### config.mk
export PLATFORM = sky130hd
export DESIGN_NAME = cla_mul_sequencer
export DESIGN_NICKNAME = d
export VERILOG_FILES = /design/src/rtl/cla_mul_sequencer.sv
export SDC_FILE = /design/constraint.sdc
export NUM_CORES = 1
export LEC_CHECK = 0
export CAP_MARGIN = 20
export CORE_UTILIZATION = 54
export CTS_CLUSTER_SIZE = 12
export DETAILED_ROUTE_END_ITERATION = 8
export PLACE_DENSITY = 0.88
export REMOVE_ABC_BUFFERS = 1
export SLEW_MARGIN = 10
export SYNTH_ARGS = -nofsm -noshare
export SYNTH_HDL_FRONTEND = slang
export SYNTH_SLANG_ARGS = --single-unit
### constraint.sdc
create_clock -name clk -period 4.95 [get_ports clk]
set_input_delay 1.485 -clock clk [delete_from_list [all_inputs] [get_ports clk]]
set_output_delay 1.485 -clock clk [all_outputs]
set_load 0.1 [all_outputs]
### src/rtl/cla_mul_sequencer.sv
// cla_mul_sequencer: iterative 32x32 unsigned shift-add multiplier built around one
// 32-bit carry-lookahead adder made of 4-bit groups and two levels of lookahead carry units.
// Each RUN cycle uses the adder once. 32 iterations run for every operand pair, so the
// latency does not depend on the data.
//
// Ports:
//   clk       - clock, rising edge
//   rst       - synchronous active-high reset
//   in_valid  - operand pair on a/b is valid
//   in_ready  - accepting operands (IDLE only)
//   a, b      - 32-bit unsigned multiplicand / multiplier
//   out_valid - product valid (DONE only)
//   out_ready - consumer accepts product
//   product   - registered 64-bit result {acc_hi, acc_lo}
//   busy      - RUN or DONE
module cla_mul_sequencer (
   input  logic        clk,
   input  logic        rst,
   input  logic        in_valid,
   output logic        in_ready,
   input  logic [31:0] a,
   input  logic [31:0] b,
   output logic        out_valid,
   input  logic        out_ready,
   output logic [63:0] product,
   output logic        busy
);

   typedef enum logic [1:0] {StIdle, StRun, StDone} state_e;

   state_e      state_q, state_d;
   logic [31:0] mcand_q, mcand_d;
   logic [31:0] acc_hi_q, acc_hi_d;
   logic [31:0] acc_lo_q, acc_lo_d;
   logic [4:0]  cnt_q, cnt_d;

   // Carries c1..c3 inside a 4-wide lookahead block, flattened from generate/propagate.
   function automatic logic [2:0] lcu_int(input logic [3:0] g, input logic [3:0] p,
                                          input logic c);
      logic [2:0] r;
      r[0] = g[0] | (p[0] & c);
      r[1] = g[1] | (p[1] & g[0]) | (p[1] & p[0] & c);
      r[2] = g[2] | (p[2] & g[1]) | (p[2] & p[1] & g[0]) | (p[2] & p[1] & p[0] & c);
      return r;
   endfunction

   // Block generate: carry out of a 4-wide block with zero carry-in.
   function automatic logic grp_gen(input logic [3:0] g, input logic [3:0] p);
      return g[3] | (p[3] & g[2]) | (p[3] & p[2] & g[1]) | (p[3] & p[2] & p[1] & g[0]);
   endfunction

   // ---------------- Carry-lookahead adder ----------------
   logic [31:0] add_a, add_b, bit_g, bit_p, carry, sum;
   logic [7:0]  grp_g, grp_p, grp_c;
   logic        sg0, sp0, sg1, sp1, cout;
   logic        cin;

   always_comb begin
      add_a = acc_hi_q;
      add_b = acc_lo_q[0] ? mcand_q : 32'h0;
      cin   = 1'b0;
      bit_g = add_a & add_b;
      bit_p = add_a ^ add_b;

      for (int j = 0; j < 8; j++) begin
         grp_g[j] = grp_gen(bit_g[4*j +: 4], bit_p[4*j +: 4]);
         grp_p[j] = &bit_p[4*j +: 4];
      end

      // Second level: two 4-group units, combined by a top-level unit.
      sg0 = grp_gen(grp_g[3:0], grp_p[3:0]);
      sp0 = &grp_p[3:0];
      sg1 = grp_gen(grp_g[7:4], grp_p[7:4]);
      sp1 = &grp_p[7:4];

      grp_c[0]   = cin;
      grp_c[3:1] = lcu_int(grp_g[3:0], grp_p[3:0], cin);
      grp_c[4]   = sg0 | (sp0 & cin);
      grp_c[7:5] = lcu_int(grp_g[7:4], grp_p[7:4], grp_c[4]);
      cout       = sg1 | (sp1 & sg0) | (sp1 & sp0 & cin);

      for (int j = 0; j < 8; j++) begin
         carry[4*j]       = grp_c[j];
         carry[4*j+1 +: 3] = lcu_int(bit_g[4*j +: 4], bit_p[4*j +: 4], grp_c[j]);
      end

      sum = bit_p ^ carry;
   end

   // ---------------- Sequencer ----------------
   always_comb begin
      state_d  = state_q;
      mcand_d  = mcand_q;
      acc_hi_d = acc_hi_q;
      acc_lo_d = acc_lo_q;
      cnt_d    = cnt_q;

      unique case (state_q)
         StIdle: begin
            if (in_valid) begin
               mcand_d  = a;
               acc_hi_d = 32'h0;
               acc_lo_d = b;
               cnt_d    = 5'd0;
               state_d  = StRun;
            end
         end
         StRun: begin
            // 33-bit {cout, sum} shifted right by one into the accumulator pair.
            {acc_hi_d, acc_lo_d} = {cout, sum, acc_lo_q[31:1]};
            cnt_d = cnt_q + 5'd1;
            if (cnt_q == 5'd31) begin
               state_d = StDone;
            end
         end
         StDone: begin
            if (out_ready) begin
               state_d = StIdle;
            end
         end
         default: state_d = StIdle;
      endcase
   end

   always_ff @(posedge clk) begin
      if (rst) begin
         state_q  <= StIdle;
         mcand_q  <= 32'h0;
         acc_hi_q <= 32'h0;
         acc_lo_q <= 32'h0;
         cnt_q    <= 5'd0;
      end else begin
         state_q  <= state_d;
         mcand_q  <= mcand_d;
         acc_hi_q <= acc_hi_d;
         acc_lo_q <= acc_lo_d;
         cnt_q    <= cnt_d;
      end
   end

   assign in_ready  = (state_q == StIdle);
   assign out_valid = (state_q == StDone);
   assign busy      = (state_q != StIdle);
   assign product   = {acc_hi_q, acc_lo_q};

endmodule

==> flow_metrics.env <==
export IMPL_synth_area_mux_share_pct=0.358
export IMPL_ys_ff_latch=103
export IMPL_ys_seq_area_share_pct=36.8
export IMPL_num_vias=5357
export IMPL_cts_setup_buffers=0
export IMPL_slew_viol_final=0
export IMPL_crit_slowest_cell="clkdlybuf4s50_1"
export IMPL_startpoint_type="register"
export IMPL_max_freq_ghz=0.238
export IMPL_cts_buffers_inserted=9
export IMPL_htreeDepth=3
export IMPL_hp_class="register to register"
export IMPL_antenna_found_initial=0
export IMPL_cts_tree="yes"
export IMPL_endpoint_kind="primary output"
export IMPL_die_area_mm2=0.0108
export IMPL_rsz0062_at_grt="false"
export IMPL_final_min_clock_period_ps=4200
export IMPL_p_leak_nw=2.99
export IMPL_track_usage_pct=27.5
export IMPL_layout_commonest_cell="nand2_1"
export IMPL_crit_family="buffers and inverters"
export IMPL_std_cell_rows=36
export IMPL_finalNetCount=911
export IMPL_synth_edf_count=0
export IMPL_post_cts_resized=0
export IMPL_cts_hold_fix_buffers=0
export IMPL_diodes=0
export IMPL_final_util_pct=72.4
export IMPL_fin_crit_sh_pct=84.9
export IMPL_place_area_mm2=0.00699
export IMPL_design_area_mm2=0.00717
export IMPL_synth_adder_area_share_pct=10.5
export IMPL_clk_latency_ps=370
export IMPL_fin_skew_ps=17.9
export IMPL_drc_errors=0
export IMPL_die_h_um=104
export IMPL_root_buffer="clkbuf_8"
export IMPL_vdd_drop_max_uv=203
export IMPL_ys_flop_type="dfxtp_1"
export IMPL_fillers=768
export IMPL_wire_per_inst_um=15.1
export IMPL_hold_viol=0
export IMPL_synth_xor_area_share_pct=2.19
export IMPL_max_stage_delay_ps=1300
export IMPL_synthCells=694
export IMPL_cp_max_fo=34
export IMPL_seq_area_mm2=0.00206
export IMPL_grt_remaining_overflow=0
export IMPL_synth_simple_area_share_pct=26.1
export IMPL_crit_type="register to primary output"
export IMPL_area_delta_synth_final_pct=28.2
export IMPL_drt_antenna_violating_nets=0
export IMPL_io_buffers=134
export IMPL_dr_pass1_iters=4
export IMPL_synthArstFlopShare_pct=0
export IMPL_yosys_warnings=0
export IMPL_drv_cap=0
export IMPL_clk_pin_slew_ps=100
export IMPL_slew_headroom_pct=28.9
export IMPL_syn_cell_area_mm2=0.00560
export IMPL_clock_sinks=103
export IMPL_fp_dieW_um=104
export IMPL_setup_viol=0
export IMPL_synth_top_family_by_area="simple AND/OR/NAND/NOR gates"
export IMPL_crit_required_ps=3460
export IMPL_synth_area_per_cell_um2=8.06
export IMPL_core_mm2=0.00991
export IMPL_drive_gt1_share_pct=5.09
export IMPL_power_mw=1.92
export IMPL_drt_initial_drc_count=181
export IMPL_tightest_slew_ps=1060
export IMPL_via_per_inst=5.71
export IMPL_start_util_pct=56.5
export IMPL_wirelength_um=14200
export IMPL_powerDensity_mw_per_mm2=268
export IMPL_tns_ps=0
export IMPL_layout_common_cells="165 x nand2_1, 133 x clkdlybuf4s50_1, 103 x dfxtp_1"
export IMPL_dp_final_hpwl_um=9860
export IMPL_synth_cell_types=58
export IMPL_arrival_ps=2720
export IMPL_clockBufferDepth=2
export IMPL_grt_pass1_vias=5519
export IMPL_cp_num_buf_inv=1
export IMPL_io_pins=135
export IMPL_gp_congestion=0.876
export IMPL_status="complete, no violations"
export IMPL_synth_compound_gate_area_share_pct=20.3
export IMPL_multi_input_area_mm2=0.00334
export IMPL_cp_cell_sequence="clkdlybuf4s50_1"
export IMPL_grt_max_degree=91
export IMPL_grt_pass1_wl_um=24800
==> synthesized netlist by cell type (2+ instances only) <==
library cell	count	area, µm²
o21ai_0	10	50.1
a31oi_1	3	18.8
dfxtp_1	103	2060
nor3_1	2	10.0
nand4b_1	2	17.5
xnor2_1	4	35.0
nor2b_1	4	25.0
ha_1	34	425
clkbuf_1	41	154
or3_1	3	18.8
a21oi_2	2	17.5
or4_1	2	15.0
and2_1	33	206
nand3_1	29	145
and3_1	7	43.8
o21a_1	3	22.5
a211oi_1	2	15.0
fa_1	8	160
o21ai_1	4	20.0
a21o_1	11	82.6
a31oi_4	2	42.5
and4_1	2	17.5
nand2b_1	7	43.8
nor2_1	52	195
mux2i_1	2	20.0
a221o_1	2	20.0
nand2_1	166	623
buf_1	4	15.0
a41oi_1	2	17.5
a22oi_1	7	52.6
nand4_1	2	12.5
a311oi_1	32	280
xor2_1	10	87.6
a311o_1	2	20.0
a21oi_1	63	315
inv_1	10	37.5
==> state kept, by name (all words and copies together), names as in the netlist <==
register  flops
state_q       2
mcand_q      32
acc_lo_q     32
acc_hi_q     32
cnt_q         5
==> per-stage QoR <==
stage          hold slack (ps)  instances  setup WS [ps]
2_1_floorplan              424        649            871
3_3_place_gp               441        923           1190
3_5_place_dp               444        923           1030
4_1_cts                    458        939            743
5_1_grt                    478        939            657
6_report                   453        939            750
==> worst paths after layout <==
kind	start	end	slack (ps)	cells after the start
max	acc_lo_q[0]$_SDFFE_PP0P_	product[0]	750	1
min	mcand_q[17]$_SDFFE_PP0P_	mcand_q[17]$_SDFFE_PP0P_	450	2
max reg2reg	acc_lo_q[0]$_SDFFE_PP0P_	acc_hi_q[28]$_SDFFE_PP0P_	1020	13
min reg2reg	mcand_q[17]$_SDFFE_PP0P_	mcand_q[17]$_SDFFE_PP0P_	450	2
==> final cells by class <==
class | instances | area share [%]
Clock inverter | 6 | 0.750
Timing Repair Buffer | 141 | 19.4
Tap cell | 133 | 2.32
Multi-Input combinational cell | 536 | 46.5
Inverter | 10 | 0.523
Sequential cell | 103 | 28.7
Clock buffer | 10 | 1.78
==> report_power, final <==
part	total (mW)	leakage [nW]	internal, mW	switching (mW)
sequential	0.914	0.842	0.874	0.0394
combinational	0.503	2.06	0.148	0.355
clock	0.506	0.0890	0.192	0.314
total	1.92	2.99	1.21	0.709
==> worst reg2reg max path: stages, from the launching register on <==
cell and delay (ps):
dfxtp_1 1030, and2_1 250, ha_1 280, a41o_1 290
nor3b_4 170, o311ai_2 340, nand3_4 200, a21boi_2 230
o21ai_1 90, a21o_1 220, fa_1 410, xor2_1 140
nand2_1 70, a21oi_1 140
==> metal layers <==
metal	share of wire [%]	global-route usage, %	vias up
li1	-	-	2635
met5	0	0	-
met2	47	47.9	194
met4	2.1	9.39	0
met1	42	31.7	2501
met3	8.8	8.68	27
==> cells by family after synthesis <==
kind of cell    count (synthesis)
mux                             2
flops                         103
xor+xnor                       14
compound gates                159
buf+inv                        55
fa+ha+maj                      42
simple gates                  319
Power figures use the tool's default switching activity.
